==> config.mk <==
export PLATFORM = sky130hd
export DESIGN_NAME = fifo18k_ctrl_flat
export DESIGN_NICKNAME = d
export VERILOG_FILES = /design/src/rtl/fifo18k_ctrl_if.sv /design/src/rtl/fifo18k_ctrl.sv /design/src/flat_wrapper.sv
export SDC_FILE = /design/constraint.sdc
export NUM_CORES = 1
export LEC_CHECK = 0
export CORE_UTILIZATION = 40
export DETAILED_ROUTE_END_ITERATION = 16
export HOLD_SLACK_MARGIN = 0.03
export PLACE_DENSITY = 0.79
export SLEW_MARGIN = 10
export SYNTH_ARGS = -nofsm -noshare
export SYNTH_HDL_FRONTEND = slang
export SYNTH_SLANG_ARGS = --single-unit
==> constraint.sdc <==
create_clock -name clk -period 4.55 [get_ports clk]
set_input_delay 0.455 -clock clk [delete_from_list [all_inputs] [get_ports clk]]
set_output_delay 0.455 -clock clk [all_outputs]
set_load 0.005 [all_outputs]
==> src/rtl/fifo18k_ctrl_if.sv <==
// User-side port of the 1024 x 18 synchronous FIFO controller.
// The master issues write/read requests; the slave (the controller) returns data and status.
interface fifo18k_ctrl_if;
  logic        wr_en;
  logic [17:0] wr_data;
  logic        rd_en;
  logic [17:0] rd_data;
  logic        rd_valid;
  logic        full;
  logic        empty;
  logic        almost_full;
  logic        almost_empty;
  logic        overflow;
  logic        underflow;
  logic [10:0] count;

  modport master (
    output wr_en, wr_data, rd_en,
    input  rd_data, rd_valid, full, empty, almost_full, almost_empty,
           overflow, underflow, count
  );

  modport slave (
    input  wr_en, wr_data, rd_en,
    output rd_data, rd_valid, full, empty, almost_full, almost_empty,
           overflow, underflow, count
  );
endinterface

==> src/rtl/fifo18k_ctrl.sv <==
// Synchronous 1024 x 18 FIFO controller driving one external 18Kb dual-port RAM
// (port A1 writes, port B1 reads with 1-cycle latency). All status flags are registered.
module fifo18k_ctrl #(
  parameter logic [10:0] ALMOST_FULL_THRESH  = 11'd1020,
  parameter logic [10:0] ALMOST_EMPTY_THRESH = 11'd4
) (
  input  logic           clk,
  input  logic           reset_n,
  fifo18k_ctrl_if.slave  bus,
  output logic           wen_a,
  output logic [1:0]     be_a,
  output logic [13:0]    addr_a,
  output logic [15:0]    wdata_a,
  output logic [1:0]     wparity_a,
  output logic           ren_b,
  output logic [13:0]    addr_b,
  input  logic [15:0]    rdata_b,
  input  logic [1:0]     rparity_b
);

  logic [10:0] wptr, rptr, wptr_nxt, rptr_nxt, count_nxt;
  logic [10:0] count_q;
  logic        full_q, empty_q, almost_full_q, almost_empty_q;
  logic        rd_valid_q, overflow_q, underflow_q;
  logic        wr_acc, rd_acc;

  // Accept decisions use only the registered flags, so a same-cycle read never
  // frees a full FIFO for writing and a same-cycle write never feeds an empty one.
  assign wr_acc = bus.wr_en && !full_q  && reset_n;
  assign rd_acc = bus.rd_en && !empty_q && reset_n;

  // NOTE: every variable assigned in always_comb gets a value on every path, so no latch is inferred.
  always_comb begin
    wptr_nxt  = wptr + {10'd0, wr_acc};
    rptr_nxt  = rptr + {10'd0, rd_acc};
    count_nxt = wptr_nxt - rptr_nxt;
  end

  // The 10-bit RAM word index sits above four zero bits of the 14-bit port address.
  assign wen_a     = wr_acc;
  assign be_a      = wr_acc ? 2'b11 : 2'b00;
  assign addr_a    = {wptr[9:0], 4'b0000};
  assign wdata_a   = bus.wr_data[15:0];
  assign wparity_a = bus.wr_data[17:16];
  assign ren_b     = rd_acc;
  assign addr_b    = {rptr[9:0], 4'b0000};

  // NOTE: state uses non-blocking assignments so every register samples pre-edge values.
  // NOTE: only pointers and flags are reset; stored words stay in the RAM and are simply unreachable.
  always_ff @(posedge clk or negedge reset_n) begin
    if (!reset_n) begin
      wptr           <= '0;
      rptr           <= '0;
      count_q        <= '0;
      full_q         <= 1'b0;
      empty_q        <= 1'b1;
      almost_full_q  <= 1'b0;
      almost_empty_q <= 1'b1;
      rd_valid_q     <= 1'b0;
      overflow_q     <= 1'b0;
      underflow_q    <= 1'b0;
    end else begin
      wptr           <= wptr_nxt;
      rptr           <= rptr_nxt;
      count_q        <= count_nxt;
      full_q         <= (wptr_nxt[10] != rptr_nxt[10]) && (wptr_nxt[9:0] == rptr_nxt[9:0]);
      empty_q        <= (wptr_nxt == rptr_nxt);
      almost_full_q  <= (count_nxt >= ALMOST_FULL_THRESH);
      almost_empty_q <= (count_nxt <= ALMOST_EMPTY_THRESH);
      rd_valid_q     <= rd_acc;
      overflow_q     <= bus.wr_en && full_q;
      underflow_q    <= bus.rd_en && empty_q;
    end
  end

  assign bus.rd_data      = {rparity_b, rdata_b};
  assign bus.rd_valid     = rd_valid_q;
  assign bus.full         = full_q;
  assign bus.empty        = empty_q;
  assign bus.almost_full  = almost_full_q;
  assign bus.almost_empty = almost_empty_q;
  assign bus.overflow     = overflow_q;
  assign bus.underflow    = underflow_q;
  assign bus.count        = count_q;

endmodule

==> src/flat_wrapper.sv <==
// flat-port wrapper written by rule: the top's interface ports become plain ports
module fifo18k_ctrl_flat 
#(
  parameter logic [10:0] ALMOST_FULL_THRESH  = 11'd1020,
  parameter logic [10:0] ALMOST_EMPTY_THRESH = 11'd4
)
  (clk, reset_n, wen_a, be_a, addr_a, wdata_a, wparity_a, ren_b, addr_b, rdata_b, rparity_b, bus_wr_en, bus_wr_data, bus_rd_en, bus_rd_data, bus_rd_valid, bus_full, bus_empty, bus_almost_full, bus_almost_empty, bus_overflow, bus_underflow, bus_count);
  fifo18k_ctrl_if bus_i ();
  input  logic clk;
  input  logic reset_n;
  output logic wen_a;
  output logic [1:0] be_a;
  output logic [13:0] addr_a;
  output logic [15:0] wdata_a;
  output logic [1:0] wparity_a;
  output logic ren_b;
  output logic [13:0] addr_b;
  input  logic [15:0] rdata_b;
  input  logic [1:0] rparity_b;
  input wire logic [$bits(bus_i.wr_en)-1:0] bus_wr_en;
  input wire logic [$bits(bus_i.wr_data)-1:0] bus_wr_data;
  input wire logic [$bits(bus_i.rd_en)-1:0] bus_rd_en;
  output wire logic [$bits(bus_i.rd_data)-1:0] bus_rd_data;
  output wire logic [$bits(bus_i.rd_valid)-1:0] bus_rd_valid;
  output wire logic [$bits(bus_i.full)-1:0] bus_full;
  output wire logic [$bits(bus_i.empty)-1:0] bus_empty;
  output wire logic [$bits(bus_i.almost_full)-1:0] bus_almost_full;
  output wire logic [$bits(bus_i.almost_empty)-1:0] bus_almost_empty;
  output wire logic [$bits(bus_i.overflow)-1:0] bus_overflow;
  output wire logic [$bits(bus_i.underflow)-1:0] bus_underflow;
  output wire logic [$bits(bus_i.count)-1:0] bus_count;
  assign bus_i.wr_en = bus_wr_en;
  assign bus_i.wr_data = bus_wr_data;
  assign bus_i.rd_en = bus_rd_en;
  assign bus_rd_data = bus_i.rd_data;
  assign bus_rd_valid = bus_i.rd_valid;
  assign bus_full = bus_i.full;
  assign bus_empty = bus_i.empty;
  assign bus_almost_full = bus_i.almost_full;
  assign bus_almost_empty = bus_i.almost_empty;
  assign bus_overflow = bus_i.overflow;
  assign bus_underflow = bus_i.underflow;
  assign bus_count = bus_i.count;
  fifo18k_ctrl #(.ALMOST_FULL_THRESH(ALMOST_FULL_THRESH), .ALMOST_EMPTY_THRESH(ALMOST_EMPTY_THRESH)) u_core (.clk(clk), .reset_n(reset_n), .bus(bus_i), .wen_a(wen_a), .be_a(be_a), .addr_a(addr_a), .wdata_a(wdata_a), .wparity_a(wparity_a), .ren_b(ren_b), .addr_b(addr_b), .rdata_b(rdata_b), .rparity_b(rparity_b));
endmodule
# Yosys cells after proc, flatten, opt, wreduce, memory -nomap -nowiden

Cells that the tools add are included.

Bits in registers: 40
Bits in latches: 0
Bits in writable memories: 0
Bits in read-only memories: 0
Output and inout bits: 86
Word-level logic and storage cells: 28
Memories kept: 0

$add $sub $neg: 3
$mul: 0
Div/mod/pow operators: 0
$lt $le $gt $ge: 2
Eq/ne operators: 3
Shift operators: 0
Mux-type cells: 1
Bitwise logic cells: 0
Reductions and logical operators: 9

Operator list:

| operator                                                                | number |
|---|---|
| 11-bit by 1-bit adder with 11-bit output                                | 2 |
| 11-bit == test                                                          | 1 |
| 11-bit by 10-bit >= comparator with 1-bit output, second input constant | 1 |
| 11-bit by 3-bit <= comparator with 1-bit output, second input constant  | 1 |
| 11-bit subtractor                                                       | 1 |
| 10-bit == test                                                          | 1 |
| 1-bit logical AND                                                       | 7 |
| 1-bit zero test                                                         | 2 |
| 2-bit 2-to-1 mux                                                        | 1 |
| 1-bit inequality test                                                   | 1 |

# Logic depth before layout (Yosys ltp)

Word-level depth: 6
Gate-level depth with buffers: 16
Mapped depth without buffers: 16

# Worst setup path before layout

Ideal clock, no wire load.

Path type: input to register
Start: input reset_n
End: register u_core.almost_empty_q (netlist: u_core.bus.almost_empty)
Setup time: 0.090 ns
Arrival time: 3.706 ns
Data required time: 4.460 ns
Path slack: 0.754 ns
Stages: 12
Cell sequence: and3b_1 -> ha_1 -> ha_1 -> fa_1 -> maj3_2 -> maj3_2 -> maj3_2 -> a2111oi_1 -> o41ai_1 -> a21oi_2 -> xnor2_1 -> nor4_2

Word-level cells in the longest chain between the ends: 4
Elaborated cells on any way between the ends: 6

RTL lines:

| item                                            | RTL line           | source |
|---|---|---|
| from (decl)                                     | flat_wrapper.sv:10 | `input logic reset_n;` |
| 1-bit logical AND                               | fifo18k_ctrl.sv:29 | `assign wr_acc = bus.wr_en && !full_q && reset_n;` |
| 11-bit by 1-bit adder with 11-bit output        | fifo18k_ctrl.sv:34 | `wptr_nxt = wptr + {10'd0, wr_acc};` |
| net u_core.wptr_nxt[1]                          | fifo18k_ctrl.sv:21 | `logic [10:0] wptr, rptr, wptr_nxt, rptr_nxt, count_nxt;` |
| 11-bit subtractor                               | fifo18k_ctrl.sv:36 | `count_nxt = wptr_nxt - rptr_nxt;` |
| net u_core.count_nxt[10]                        | fifo18k_ctrl.sv:21 |  |
| 11-bit by 3-bit <= comparator with 1-bit output | fifo18k_ctrl.sv:69 | `almost_empty_q <= (count_nxt <= ALMOST_EMPTY_THRESH);` |
| to (signal assigned)                            | fifo18k_ctrl.sv:69 |  |
| to (decl)                                       | fifo18k_ctrl.sv:23 | `logic full_q, empty_q, almost_full_q, almost_empty_q;` |

The timed path passes the listed nets, and every way through them passes these cells.

# Worst setup path after layout

Start: input bus_wr_en
End: register u_core.almost_empty_q (netlist: u_core.bus.almost_empty)

Word-level cells in the longest chain between the ends: 5

RTL lines:

| item                                            | RTL line           | source |
|---|---|---|
| from (decl)                                     | flat_wrapper.sv:20 | `input wire logic [$bits(bus_i.wr_en)-1:0] bus_wr_en;` |
| 1-bit logical AND (2 in a row)                  | fifo18k_ctrl.sv:29 |  |
| 11-bit by 1-bit adder with 11-bit output        | fifo18k_ctrl.sv:34 |  |
| net u_core.wptr_nxt[0]                          | fifo18k_ctrl.sv:21 |  |
| 11-bit subtractor                               | fifo18k_ctrl.sv:36 |  |
| net u_core.count_nxt[10]                        | fifo18k_ctrl.sv:21 |  |
| 11-bit by 3-bit <= comparator with 1-bit output | fifo18k_ctrl.sv:69 |  |

The timed path passes the listed nets, and every way through them passes these cells.

==> metrics.txt <==
# TYPE chip_impl_metric gauge
chip_impl_info{name="tritoncts_clock_tree",value="yes"} 1
chip_impl_metric{name="period_minus_slack",unit="ps"} 4090
chip_impl_metric{name="wl_per_cell",unit="um"} 13.6
chip_impl_metric{name="yosys.cell_types.count",unit=""} 37
chip_impl_metric{name="irDropWorstVdd",unit="uV"} 259
chip_impl_info{name="worstReg2RegEnd",value="u_core.bus.almost_empty"} 1
chip_impl_metric{name="async_flop_share",unit="%"} 100
chip_impl_metric{name="grt_pass1_wl",unit="um"} 7060
chip_impl_info{name="regToRegStartpoint",value="u_core.bus.empty"} 1
chip_impl_metric{name="placed_cell_area",unit="um^2"} 2560
chip_impl_metric{name="hpwlAfterDp",unit="um"} 3450
chip_impl_metric{name="final_layout_size_suffix_gt1_share",unit="%"} 8.98
chip_impl_metric{name="numCtsBuffers",unit=""} 5
chip_impl_info{name="min_path_type",value="in2async"} 1
chip_impl_info{name="synth_commonest_cells",value="66 x buf_4, 38 x dfrtp_1, 22 x inv_1"} 1
chip_impl_metric{name="cell_internal_power",unit="mW"} 1.11
chip_impl_metric{name="grt_max_degree",unit=""} 27
chip_impl_info{name="crit_start",value="bus_wr_en"} 1
chip_impl_metric{name="leakage",unit="nW"} 1.24
chip_impl_metric{name="die_width",unit="um"} 80.4
chip_impl_metric{name="final_setup_viols",unit=""} 0
chip_impl_metric{name="power.share.combinational",unit="%"} 51.4
chip_impl_metric{name="final_cell_area",unit="um^2"} 2690
chip_impl_metric{name="p_seq_share",unit="%"} 31.0
chip_impl_metric{name="yosysWarningCount",unit=""} 0
chip_impl_metric{name="sw_frac_of_total",unit="%"} 36.3
chip_impl_info{name="cp-end-kind",value="flip-flop"} 1
chip_impl_metric{name="power.density",unit="nW/um^2"} 648
chip_impl_info{name="worstSetupPathType",value="in2reg"} 1
chip_impl_metric{name="antenna_cells",unit=""} 0
chip_impl_metric{name="drt_first_iter_violations",unit=""} 91
chip_impl_metric{name="drc_errors",unit=""} 0
chip_impl_info{name="synth_top_cell_by_area",value="dfrtp_1"} 1
chip_impl_metric{name="i_o_pin_cnt",unit=""} 126
chip_impl_metric{name="placeableCoreArea",unit="um^2"} 5920
chip_impl_metric{name="yosysSeqAreaShare",unit="%"} 40.8
chip_impl_metric{name="first_pass_iters",unit=""} 4
chip_impl_metric{name="number_of_enable_flip_flop_cells_after_synthesis",unit=""} 0
chip_impl_info{name="clk_root_buffer_cell",value="clkbuf_8"} 1
chip_impl_metric{name="share_clk_of_total_power",unit="%"} 17.7
chip_impl_metric{name="place.gp.congestion",unit=""} 0.876
chip_impl_info{name="cp-start-kind",value="input pin"} 1
chip_impl_metric{name="post_syn_area",unit="um^2"} 2460
chip_impl_metric{name="design.final.nets",unit=""} 292
chip_impl_metric{name="cts_hold_buffers",unit=""} 0
chip_impl_metric{name="numPortBuffers",unit=""} 45
chip_impl_metric{name="max_freq",unit="MHz"} 244
chip_impl_metric{name="synth_area_per_cell",unit="um^2"} 9.96
chip_impl_info{name="rsz0062_at_grt",value="no"} 1
chip_impl_metric{name="design.die.area",unit="um^2"} 6470
chip_impl_metric{name="yosys.area.top_type_share",unit="%"} 38.7
chip_impl_info{name="most_instantiated_library_cell_after_synthesis",value="buf_4"} 1
chip_impl_metric{name="grt_usage",unit="%"} 14.5
chip_impl_metric{name="cts-root-to-sink-buffers",unit=""} 2
chip_impl_info{name="synth_flop_cell",value="dfrtp_1"} 1
chip_impl_metric{name="reg2reg_slack",unit="ps"} 620
chip_impl_metric{name="clk_latency",unit="ps"} 290
chip_impl_metric{name="required",unit="ps"} 4750
chip_impl_metric{name="worstPathArrival",unit="ps"} 4290
chip_impl_metric{name="reg2regPathDepth",unit=""} 13
chip_impl_metric{name="layout_worst_path_cycle_share",unit="%"} 90.0
chip_impl_metric{name="start_util",unit="%"} 41.5
chip_impl_metric{name="route.final.wire_length",unit="um"} 4370
chip_impl_metric{name="synthesis.instances",unit=""} 247
chip_impl_metric{name="vias",unit=""} 1543
chip_impl_metric{name="number_of_antenna_violations_at_the_first_check_in_global_routing",unit=""} 0
chip_impl_metric{name="cp_max_fo",unit=""} 4
chip_impl_metric{name="total_power",unit="mW"} 1.74
chip_impl_metric{name="power.net_switching",unit="mW"} 0.632
chip_impl_metric{name="num_rows",unit=""} 28
chip_impl_metric{name="clk_pin_slew",unit="ps"} 80
chip_impl_info{name="result_of_the_run",value="complete, no violations"} 1
chip_impl_info{name="synth.top_cells.by_area",value="dfrtp_1 39%, buf_4 20%, xnor2_1 6.8%, xor2_1 4.3%, ha_1 3.6%"} 1
chip_impl_metric{name="dieHeight",unit="um"} 80.4
chip_impl_metric{name="ant_nets",unit=""} 0
chip_impl_metric{name="maxCapViolCount",unit=""} 0
chip_impl_metric{name="maxSlewViolCount",unit=""} 0
chip_impl_metric{name="ys_seq_elements",unit=""} 40
chip_impl_metric{name="route.detailed.vias_per_inst",unit=""} 4.82
chip_impl_metric{name="cts_resized",unit=""} 0
chip_impl_metric{name="grt_pass1_vias",unit=""} 1519
chip_impl_metric{name="report.final.hold_viol_count",unit=""} 0
chip_impl_metric{name="leftover_overflow_at_the_end_of_global_routing",unit=""} 0
chip_impl_metric{name="final_setup_skew",unit="ps"} 11.0
chip_impl_metric{name="post-cts-setup-buffers",unit=""} 0
chip_impl_metric{name="final.setup.tns",unit="ps"} 0
chip_impl_metric{name="ctsHtreeMaxLevel",unit=""} 2
chip_impl_metric{name="cts.sink_count",unit=""} 40
chip_impl_metric{name="flow.area_growth_from_synthesis",unit="%"} 9.21
critical path, stage by stage:
cell and delay, ps:
clkdlybuf4s50_1 470, and3b_1 230, ha_1 260, inv_1 70
ha_1 160, inv_1 50, fa_1 410, maj3_2 330
maj3_2 330, maj3_2 340, a2111oi_1 520, o41ai_1 160
a21oi_2 160, xnor2_1 110, nor4_2 230
power by group through the flow:
stage                     Combinational [mW]  Sequential [mW]  Clock [mW]
after global placement                 0.884            0.541           0
final                                  0.893            0.538       0.308
after detailed placement               0.896            0.546           0
after floorplan                        0.661            0.533           0
after global routing                    1.00            0.552       0.330
after CTS                              0.900            0.540       0.315
cell usage in the layout, fill, tap and decap left out, types with 2 or more instances in the layout:
| master | count |
|---|---|
| dfstp_2 | 2 |
| nor2b_1 | 3 |
| xor2_1 | 12 |
| maj3_2 | 3 |
| nor2_1 | 11 |
| clkdlybuf4s50_1 | 44 |
| and3_1 | 4 |
| xnor2_1 | 19 |
| dfrtp_1 | 38 |
| inv_1 | 22 |
| nand2_1 | 10 |
| and2_1 | 2 |
| a2111oi_1 | 2 |
| o21ai_0 | 2 |
| nand4_1 | 7 |
| nand3_1 | 9 |
| nor3_1 | 4 |
| ha_1 | 7 |
| maj3_1 | 2 |
| and4_1 | 4 |
| a21oi_1 | 2 |
| conb_1 | 8 |
| clkbuf_8 | 7 |
| buf_4 | 4 |
registers in the layout, indices dropped and copies added (netlist names):
| name | flops |
|---|---|
| u_core.wptr | 11 |
| u_core.bus.count | 11 |
| u_core.bus.full | 1 |
| u_core.bus.rd_valid | 1 |
| u_core.bus.almost_empty | 1 |
| u_core.bus.overflow | 1 |
| u_core.bus.empty | 1 |
| u_core.rptr | 11 |
| u_core.bus.underflow | 1 |
| u_core.bus.almost_full | 1 |
area by class of cell:
type / count / area [um^2]
Multi-Input combinational cell: 126 / 905
Inverter: 22 / 82.6
Timing Repair Buffer: 49 / 475
Sequential cell: 40 / 1000
Fill cell: 553 / 3230
Tap cell: 75 / 93.8
Clock buffer: 7 / 96.3
Clock inverter: 1 / 30.0
through the flow:
step	instances	utilization [%]	worst slack (ps)	hold WS [ps]
after floorplan	254	-	754	159
after global placement	312	43.2	269	454
after detailed placement	312	43.2	172	461
after CTS	320	45.4	454	151
after global routing	320	45.4	179	158
final	320	45.4	457	143
worst max path at each step:
stage,to,slack [ps],depth (start not counted)
5_1_grt,u_core.bus.almost_empty,180,13
6_report,u_core.bus.almost_empty,460,15
3_3_place_gp,u_core.bus.almost_empty,270,13
4_1_cts,u_core.bus.almost_empty,450,15
2_1_floorplan,u_core.bus.almost_empty,750,12
3_5_place_dp,u_core.bus.almost_empty,170,13
logic make-up (layout without fill, tap and decap cells):
family          Yosys count  count (layout)  synth area share, %
mux                       1               1                0.407
simple gates             59              59                 13.3
other cells               1               8                0.152
fa+ha+maj                13              13                 6.56
buf+inv                  88              79                 23.5
xor+xnor                 31              31                 11.0
flops                    40              40                 40.8
compound gates           14              14                 4.27
routing by layer:
layer | routed length (um) | share of wire, % | GRT usage [%] | up-vias
met2 | 2060 | 47 | 24.1 | 65
met4 | 136 | 3.1 | 7.32 | 0
met1 | 1850 | 42 | 16.8 | 725
li1 | - | - | - | 737
met5 | 0 | 0 | 0 | -
met3 | 326 | 7.5 | 4.32 | 16
Note: power is estimated with default switching activity, not from simulation.
